$ cat src/rtl/rv_core_pkg.sv
// Shared types, opcode/funct3 constants and datapath helpers for the rv_core pipeline.
package rv_core_pkg;

  localparam int unsigned XLEN   = 32;
  localparam int unsigned REG_AW = 5;
  localparam int unsigned NREG   = 32;
  localparam int unsigned IA_W   = 16;

  localparam logic [6:0] OP_LUI   = 7'b0110111;
  localparam logic [6:0] OP_AUIPC = 7'b0010111;
  localparam logic [6:0] OP_IMM   = 7'b0010011;
  localparam logic [6:0] OP       = 7'b0110011;

  localparam logic [2:0] F3_ADD  = 3'b000;
  localparam logic [2:0] F3_SLL  = 3'b001;
  localparam logic [2:0] F3_SLT  = 3'b010;
  localparam logic [2:0] F3_SLTU = 3'b011;
  localparam logic [2:0] F3_XOR  = 3'b100;
  localparam logic [2:0] F3_SR   = 3'b101;
  localparam logic [2:0] F3_OR   = 3'b110;
  localparam logic [2:0] F3_AND  = 3'b111;

  typedef struct packed {
    logic              we;
    logic [REG_AW-1:0] rd_a;
    logic [XLEN-1:0]   rd_d;
  } stage_buf_t;

  // Integer ALU shared by OP and OP-IMM; shifts use only the low 5 bits of b.
  function automatic logic [XLEN-1:0] alu(input logic [2:0] f3, input logic sub,
                                          input logic sra, input logic [XLEN-1:0] a,
                                          input logic [XLEN-1:0] b);
    logic [XLEN-1:0] r;
    logic [4:0]      sh;
    sh = b[4:0];
    r  = '0;
    case (f3)
      F3_ADD:  r = sub ? a - b : a + b;
      F3_SLL:  r = a << sh;
      F3_SLT:  r = XLEN'($signed(a) < $signed(b));
      F3_SLTU: r = XLEN'(a < b);
      F3_XOR:  r = a ^ b;
      F3_SR:   r = sra ? XLEN'($signed(a) >>> sh) : a >> sh;
      F3_OR:   r = a | b;
      F3_AND:  r = a & b;
      default: r = '0;
    endcase
    return r;
  endfunction

  // Youngest matching in-flight result wins; x0 is hard zero.
  function automatic logic [XLEN-1:0] bypass(input logic [REG_AW-1:0] a,
                                             input logic [XLEN-1:0] rf_d,
                                             input stage_buf_t b0, input stage_buf_t b1,
                                             input stage_buf_t b2);
    logic [XLEN-1:0] d;
    d = rf_d;
    if (a == '0)                        d = '0;
    else if (b0.we && (b0.rd_a == a))   d = b0.rd_d;
    else if (b1.we && (b1.rd_a == a))   d = b1.rd_d;
    else if (b2.we && (b2.rd_a == a))   d = b2.rd_d;
    return d;
  endfunction

endpackage

$ cat src/rtl/rv_core_exe.sv
// Decode, bypass and ALU for the IR instruction, plus the EXE/CSR/LSU result buffers.
module rv_core_exe
  import rv_core_pkg::*;
(
  input  logic              clk,
  input  logic              rstn,
  input  logic              i_v,
  input  logic [XLEN-1:0]   i_pc,
  input  logic [XLEN-1:0]   i_ins,
  output logic [REG_AW-1:0] o_rs1_a,
  output logic [REG_AW-1:0] o_rs2_a,
  input  logic [XLEN-1:0]   i_rs1_d,
  input  logic [XLEN-1:0]   i_rs2_d,
  output logic              o_rd_e,
  output logic [REG_AW-1:0] o_rd_a,
  output logic [XLEN-1:0]   o_rd_d
);

  logic [6:0]        w_opcode;
  logic [REG_AW-1:0] w_rd;
  logic [REG_AW-1:0] w_rs1;
  logic [REG_AW-1:0] w_rs2;
  logic [2:0]        w_f3;
  logic              w_alt;
  logic [XLEN-1:0]   w_iimm;
  logic [XLEN-1:0]   w_uimm;
  logic [XLEN-1:0]   w_rs1_d;
  logic [XLEN-1:0]   w_rs2_d;
  logic [XLEN-1:0]   w_res;
  logic              w_we;
  logic              buf0_we;

  stage_buf_t r_buf0;
  stage_buf_t r_buf1;
  stage_buf_t r_buf2;

  assign w_opcode = i_ins[6:0];
  assign w_rd     = i_ins[11:7];
  assign w_f3     = i_ins[14:12];
  assign w_rs1    = i_ins[19:15];
  assign w_rs2    = i_ins[24:20];
  assign w_alt    = i_ins[30];
  assign w_iimm   = {{20{i_ins[31]}}, i_ins[31:20]};
  assign w_uimm   = {i_ins[31:12], 12'h000};

  assign o_rs1_a  = w_rs1;
  assign o_rs2_a  = w_rs2;
  assign w_rs1_d  = bypass(w_rs1, i_rs1_d, r_buf0, r_buf1, r_buf2);
  assign w_rs2_d  = bypass(w_rs2, i_rs2_d, r_buf0, r_buf1, r_buf2);

  always_comb begin
    w_res = '0;
    w_we  = 1'b0;
    case (w_opcode)
      OP_LUI: begin
        w_res = w_uimm;
        w_we  = 1'b1;
      end
      OP_AUIPC: begin
        w_res = i_pc + w_uimm;
        w_we  = 1'b1;
      end
      OP_IMM: begin
        // ins[30] is an immediate bit for ADDI, so it only selects arithmetic shift here.
        w_res = alu(w_f3, 1'b0, w_alt, w_rs1_d, w_iimm);
        w_we  = 1'b1;
      end
      OP: begin
        w_res = alu(w_f3, w_alt, w_alt, w_rs1_d, w_rs2_d);
        w_we  = 1'b1;
      end
      default: begin
        w_res = '0;
        w_we  = 1'b0;
      end
    endcase
    if (!i_v || (w_rd == '0)) w_we = 1'b0;
  end

  always_ff @(posedge clk) begin
    if (!rstn) begin
      r_buf0 <= '0;
      r_buf1 <= '0;
      r_buf2 <= '0;
    end else begin
      r_buf0 <= '{we: w_we, rd_a: w_rd, rd_d: w_res};
      r_buf1 <= r_buf0;
      r_buf2 <= r_buf1;
    end
  end

  assign buf0_we = r_buf0.we;
  assign o_rd_e  = r_buf2.we;
  assign o_rd_a  = r_buf2.rd_a;
  assign o_rd_d  = r_buf2.rd_d;

endmodule

$ cat src/rtl/rv_core_ifu.sv
// Fetch unit: PC sequencing, SRAM request tracking and the IR stage.
module rv_core_ifu
  import rv_core_pkg::*;
#(
  parameter logic [XLEN-1:0] RESET_PC = 32'h0000_0000
) (
  input  logic            clk,
  input  logic            rstn,
  output logic [IA_W-1:0] o_ins_a,
  output logic            o_ins_e,
  input  logic [XLEN-1:0] i_ins,
  output logic            o_ifu_v,
  output logic [XLEN-1:0] o_ifu_pc,
  output logic [XLEN-1:0] o_ifu_ins
);

  logic [XLEN-1:0] pc;
  logic            r_ins_e;
  logic            r_req_v;
  logic [XLEN-1:0] r_req_pc;
  logic            r_ifu_v;
  logic [XLEN-1:0] r_ifu_pc;
  logic [XLEN-1:0] r_ifu_ins;

  // The SRAM answers one cycle after the request edge, so the request pc is kept alongside it.
  always_ff @(posedge clk) begin
    if (!rstn) begin
      pc        <= RESET_PC;
      r_ins_e   <= 1'b0;
      r_req_v   <= 1'b0;
      r_req_pc  <= RESET_PC;
      r_ifu_v   <= 1'b0;
      r_ifu_pc  <= '0;
      r_ifu_ins <= '0;
    end else begin
      r_ins_e <= 1'b1;
      r_req_v <= r_ins_e;
      if (r_ins_e) begin
        pc       <= pc + XLEN'(4);
        r_req_pc <= pc;
      end
      r_ifu_v   <= r_req_v;
      r_ifu_pc  <= r_req_v ? r_req_pc : '0;
      r_ifu_ins <= r_req_v ? i_ins : '0;
    end
  end

  assign o_ins_a   = pc[IA_W-1:0];
  assign o_ins_e   = r_ins_e;
  assign o_ifu_v   = r_ifu_v;
  assign o_ifu_pc  = r_ifu_pc;
  assign o_ifu_ins = r_ifu_ins;

endmodule

$ cat src/rtl/rv_core_rf.sv
// 32x32 integer register file: two combinational read ports, one commit write port.
module rv_core_rf
  import rv_core_pkg::*;
(
  input  logic              clk,
  input  logic              rstn,
  input  logic [REG_AW-1:0] i_rs1_a,
  input  logic [REG_AW-1:0] i_rs2_a,
  output logic [XLEN-1:0]   o_rs1_d,
  output logic [XLEN-1:0]   o_rs2_d,
  input  logic              rd_e,
  input  logic [REG_AW-1:0] rd_a,
  input  logic [XLEN-1:0]   rd_d
);

  logic [XLEN-1:0] rf_arr [0:NREG-1];

  always_ff @(posedge clk) begin
    if (!rstn) begin
      for (int unsigned i = 0; i < NREG; i++) rf_arr[REG_AW'(i)] <= '0;
    end else if (rd_e && (rd_a != '0)) begin
      rf_arr[rd_a] <= rd_d;
    end
  end

  assign o_rs1_d = rf_arr[i_rs1_a];
  assign o_rs2_d = rf_arr[i_rs2_a];

endmodule

$ cat src/rtl/rv_core.sv
// rv_core top: 7-stage in-order RV32I integer pipeline; data port tied off.
module rv_core
  import rv_core_pkg::*;
#(
  parameter logic [XLEN-1:0] RESET_PC = 32'h0000_0000
) (
  input  logic            clk,
  input  logic            rstn,
  output logic [IA_W-1:0] ins_a,
  output logic            ins_e,
  input  logic [XLEN-1:0] ins,
  output logic [IA_W-1:0] dat_a,
  output logic [3:0]      dat_we,
  output logic [XLEN-1:0] dat_wd,
  output logic            dat_re,
  input  logic [XLEN-1:0] dat_rd
);

  logic              ifu_v;
  logic [XLEN-1:0]   ifu_pc;
  logic [XLEN-1:0]   ifu_ins;
  logic [REG_AW-1:0] w_rs1_a;
  logic [REG_AW-1:0] w_rs2_a;
  logic [XLEN-1:0]   w_rs1_d;
  logic [XLEN-1:0]   w_rs2_d;
  logic              w_rd_e;
  logic [REG_AW-1:0] w_rd_a;
  logic [XLEN-1:0]   w_rd_d;
  logic              w_unused_dat;

  rv_core_ifu #(.RESET_PC(RESET_PC)) u_ifu0 (
    .clk       (clk),
    .rstn      (rstn),
    .o_ins_a   (ins_a),
    .o_ins_e   (ins_e),
    .i_ins     (ins),
    .o_ifu_v   (ifu_v),
    .o_ifu_pc  (ifu_pc),
    .o_ifu_ins (ifu_ins)
  );

  rv_core_exe u_exe0 (
    .clk     (clk),
    .rstn    (rstn),
    .i_v     (ifu_v),
    .i_pc    (ifu_pc),
    .i_ins   (ifu_ins),
    .o_rs1_a (w_rs1_a),
    .o_rs2_a (w_rs2_a),
    .i_rs1_d (w_rs1_d),
    .i_rs2_d (w_rs2_d),
    .o_rd_e  (w_rd_e),
    .o_rd_a  (w_rd_a),
    .o_rd_d  (w_rd_d)
  );

  rv_core_rf u_rf0 (
    .clk     (clk),
    .rstn    (rstn),
    .i_rs1_a (w_rs1_a),
    .i_rs2_a (w_rs2_a),
    .o_rs1_d (w_rs1_d),
    .o_rs2_d (w_rs2_d),
    .rd_e    (w_rd_e),
    .rd_a    (w_rd_a),
    .rd_d    (w_rd_d)
  );

  // Data port is reserved for the load/store revision.
  assign dat_a        = '0;
  assign dat_we       = '0;
  assign dat_wd       = '0;
  assign dat_re       = 1'b0;
  assign w_unused_dat = ^dat_rd;

endmodule

$ cat config.mk
export PLATFORM = sky130hd
export DESIGN_NAME = rv_core
export DESIGN_NICKNAME = d
export VERILOG_FILES = /design/src/rtl/rv_core_pkg.sv /design/src/rtl/rv_core_exe.sv /design/src/rtl/rv_core_ifu.sv /design/src/rtl/rv_core_rf.sv /design/src/rtl/rv_core.sv
export SDC_FILE = /design/constraint.sdc
export NUM_CORES = 1
export LEC_CHECK = 0
export ABC_CLOCK_PERIOD_IN_PS = 2300
export BUFFER_PORTS_ARGS = -buffer_cell sky130_fd_sc_hd__buf_4
export CAP_MARGIN = 20
export CORE_ASPECT_RATIO = 0.6
export CORE_MARGIN = 2
export CORE_UTILIZATION = 55
export CTS_BUF_LIST = sky130_fd_sc_hd__clkbuf_8
export DETAILED_ROUTE_END_ITERATION = 8
export GPL_ROUTABILITY_DRIVEN = 0
export PLACE_DENSITY = 0.88
export SYNTH_ARGS = -nofsm -noshare
export SYNTH_HDL_FRONTEND = slang
export SYNTH_HIERARCHICAL = 1
export SYNTH_SLANG_ARGS = --single-unit
export TNS_END_PERCENT = 1
$ cat constraint.sdc
create_clock -name clk -period 2.3 [get_ports clk]
set_clock_uncertainty 0.05 [all_clocks]
set_input_delay 0 -clock clk [delete_from_list [all_inputs] [get_ports clk]]
set_output_delay 0 -clock clk [all_outputs]
set_load 0.05 [all_outputs]
Word-level counts from Yosys, hierarchy flattened
Index checks and enable logic that the tools add are counted.
{"block": "op_classes", "n_addsub": 1, "n_mul": 0, "div": 0, "n_lt_le_gt_ge": 0, "eq_ne": 0, "n_shift": 0, "muxes": 1, "bitwise": 0, "reduce_logical": 0}
{"operator": "$add 32x3->32 const B", "n": 1}
{"operator": "$mux 1", "n": 1}
{"block": "totals", "register_bits": 33, "latch_bits": 0, "ram_bits": 0, "romBits": 0, "in_bits": 66, "out_inout_bits": 70, "elab_cells": 4, "mem_count": 0}

Logic depth before layout (Yosys ltp)
{"block": "logic_depth", "depth_word": 1, "depth_mapped": 6, "mapped_depth_nobuf": 5}

By module
The synthesis kept the hierarchy.
{"module": "rv_core_ifu", "instances": 1, "cells_per_inst": 422, "area_per_inst_um2": 4391.7, "seq_area_each_um2": 2502.4}
{"module": "rv_core", "instances": 1, "cells_per_inst": 54, "area_per_inst_um2": 401.6, "seq_area_each_um2": 0.0}

Worst setup path before layout
No wires, ideal clock.
{"block": "synth_path", "kind": "register to register", "start": "register u_ifu0.r_ins_e, in the netlist u_ifu0/o_ins_e", "end": "register u_ifu0.pc[27]", "setup_ns": 0.070, "t_arrival_ns": 2.096, "required_ns": 2.180, "path_slack_ns": 0.084, "path_stages_with_launch": 7, "n_path_buf": 2, "synth_period_minus_slack_ns": 2.216, "path_cell_list": "dfxtp_1 buf_8 nand4_2 or4_4 buf_6 or4_1 a21oi_1"}
{"item": "start: declaration", "line_no": "rv_core_ifu.sv:18", "text": "logic r_ins_e;"}
{"item": "start signal: assignment", "line_no": "rv_core_ifu.sv:29", "text": "r_ins_e <= 1'b0;"}
{"item": "start signal: assignment", "line_no": "rv_core_ifu.sv:36", "text": "r_ins_e <= 1'b1;"}
{"item": "end signal: assignment", "line_no": "rv_core_ifu.sv:39", "text": "pc <= pc + XLEN'(4);"}
{"item": "end: declaration", "line_no": "rv_core_ifu.sv:17", "text": "logic [XLEN-1:0] pc;"}

Worst setup path in the final report
{"block": "layout_path", "start": "register u_ifu0.pc[2]", "end": "register u_ifu0.pc[14]"}
{"block": "layout_via", "elab_chain_cells": 1}
{"item": "$add 32x3->32", "line_no": "rv_core_ifu.sv:39"}
No other way between the ends.
A chain may end at the register's enable or synchronous reset.

==> results.txt <==
wire per inst: 8.97 um
worst path cell trace: ha_1, and3_1, nand4_1, or4_2, a21oi_1
FP Rows: 13
Clock Path Buffers: 2
vias in the first global route: 461
CTS tree: yes
final hold vios: 0
final worst path period need: 1800 ps
H-tree Lvls: 1
Worst-Skew Late Latency: 250 ps
layout cells sized above 1: 0.181
GRT overflow: 0
Hold Startpoint: rstn
initial DRC count: 44
chip width: 65.1 um
Critical Path AT: 1940 ps
Total Routing Usage GR: 0.109
P&R area growth vs syn: -12.5%
diode count: 0
Port Buffers: 16
die extent in y: 40.7 um
Util after Layout: 0.502
Initial Util: 0.573
unrepaired setup endpoints after global routing: no
post-route setup TNS: 0 ps
Avg Synthesized Cell Area: 8.43 um^2
Cells after Synth: 146
P_leak: 0.546 nW
first-pass GRT wire length: 2.05 mm
DR vias: 665
Via density: 3.82
max_cap viols: 0
r2r startpoint: u_ifu0/pc[2]
CP Launch Type: flop
CP peak stage delay: 560 ps
initial antenna violation count: 0
Tcrit/Tclk final: 0.784
crit path max-delay cell type: or4_2
Synth Cell Area: 1230 um^2
area of the die: 2650 um^2
CTS sink count: 15
outcome: completed
Peak VDD IR: 0.248 mV
Required @ worst endpoint: 2430 ps
Crit Path Max Fanout: 4
core region area: 2150 um^2
Ys Warns: 6
area of the multi-input gates: 552 um^2
Routed Antenna Nets: 0
fin nets: 212
Pwr per Cell Area: 669 nW/um^2
Max Clock Freq: 555 MHz
CTS clk-pin slew, worst paths: 60 ps
Worst Hold Class: in2reg
WS Path Type: reg2reg
Setup crit start: u_ifu0/pc[2]
post-route DRC violation count: 0
Max Slew Vio Count: 0
Detail Placement HPWL: 1.21 mm
setup violators final: 0
crit end category: flop
post-CTS resize count: 0
TritonCTS Buffers: 3
Total Routed Length: 1.56 mm
CTS root buf: clkbuf_8
Reg area: 300 um^2
largest net degree at the start of global routing: 15
Fillers: 222
DRT Pass-1 Iters: 4
io pins: 136
==> power breakdown <==
part,switching [mW],internal [mW]
clock network,0.0926,0.120
logic,0.222,0.0133
registers,0.00742,0.265
total,0.322,0.398
==> layer usage <==
layer	track usage	part of all wire	vias up
met5	0	0	-
met4	0.0625	0.0096	0
met3	0.0495	0.11	3
met2	0.175	0.48	35
met1	0.127	0.40	297
li1	-	-	330
==> stage by stage <==
stage	hold slack [ps]	power, mW	instance area, um^2	worst slack (ps)	instances
6_report	371	0.721	1080	497	174
5_1_grt	380	0.747	1080	431	174
4_1_cts	357	0.724	1080	493	174
3_5_place_dp	67.2	0.510	1020	509	169
3_3_place_gp	63.8	0.509	1020	560	169
2_1_floorplan	-22.3	0.581	1430	425	199
==> path summary, 6_finish.rpt <==
| path | end | slack [ps] | cells after the start |
|---|---|---|---|
| worst min-delay path | u_ifu0/o_ins_e | 370 | 2 |
| worst max register to register | u_ifu0/pc[14] | 500 | 5 |
| worst min register to register | u_ifu0/pc[14] | 480 | 2 |
| worst max-delay path | u_ifu0/pc[14] | 500 | 5 |
==> timing repair <==
item,in CTS,in global routing
hold buffers,1,0
buffers inserted,0,0
hold endpoints to repair,1,0
==> placed cells by master (no fill, tap or decap), drive strengths merged, types with 2 or more instances in the layout <==
| cell | count |
|---|---|
| a21oi | 2 |
| buf | 16 |
| clkbuf | 3 |
| conb | 55 |
| dfxtp | 15 |
| inv | 3 |
| nand2 | 5 |
| nand3 | 2 |
| nand4 | 5 |
| nor2 | 12 |
| nor3 | 3 |
| nor4 | 2 |
| or4 | 2 |
| xnor2 | 7 |
| xor2 | 4 |
==> critical path, delay by kind of cell (launching register included) <==
family | cells | cell delay, ps
AO/OA/AOI/OAI | 1 | 150
adder cells (fa/ha/maj) | 1 | 220
flip-flops | 1 | 410
AND/OR/NAND/NOR | 3 | 910
==> sequential cells by signal (all words and copies together) (netlist names) <==
register,cells
u_ifu0/o_ins_e,1
u_ifu0/pc,14
==> cell type report <==
cell class              instances  share of cell area
clock buffers                   3              0.0383
clock inverters                 1             0.00465
inverters                       3              0.0105
multi-input cells             105               0.512
flip-flops and latches         15               0.279
well taps                      30              0.0348
repair buffers                 17               0.121
(Power assumes the default switching activity.)
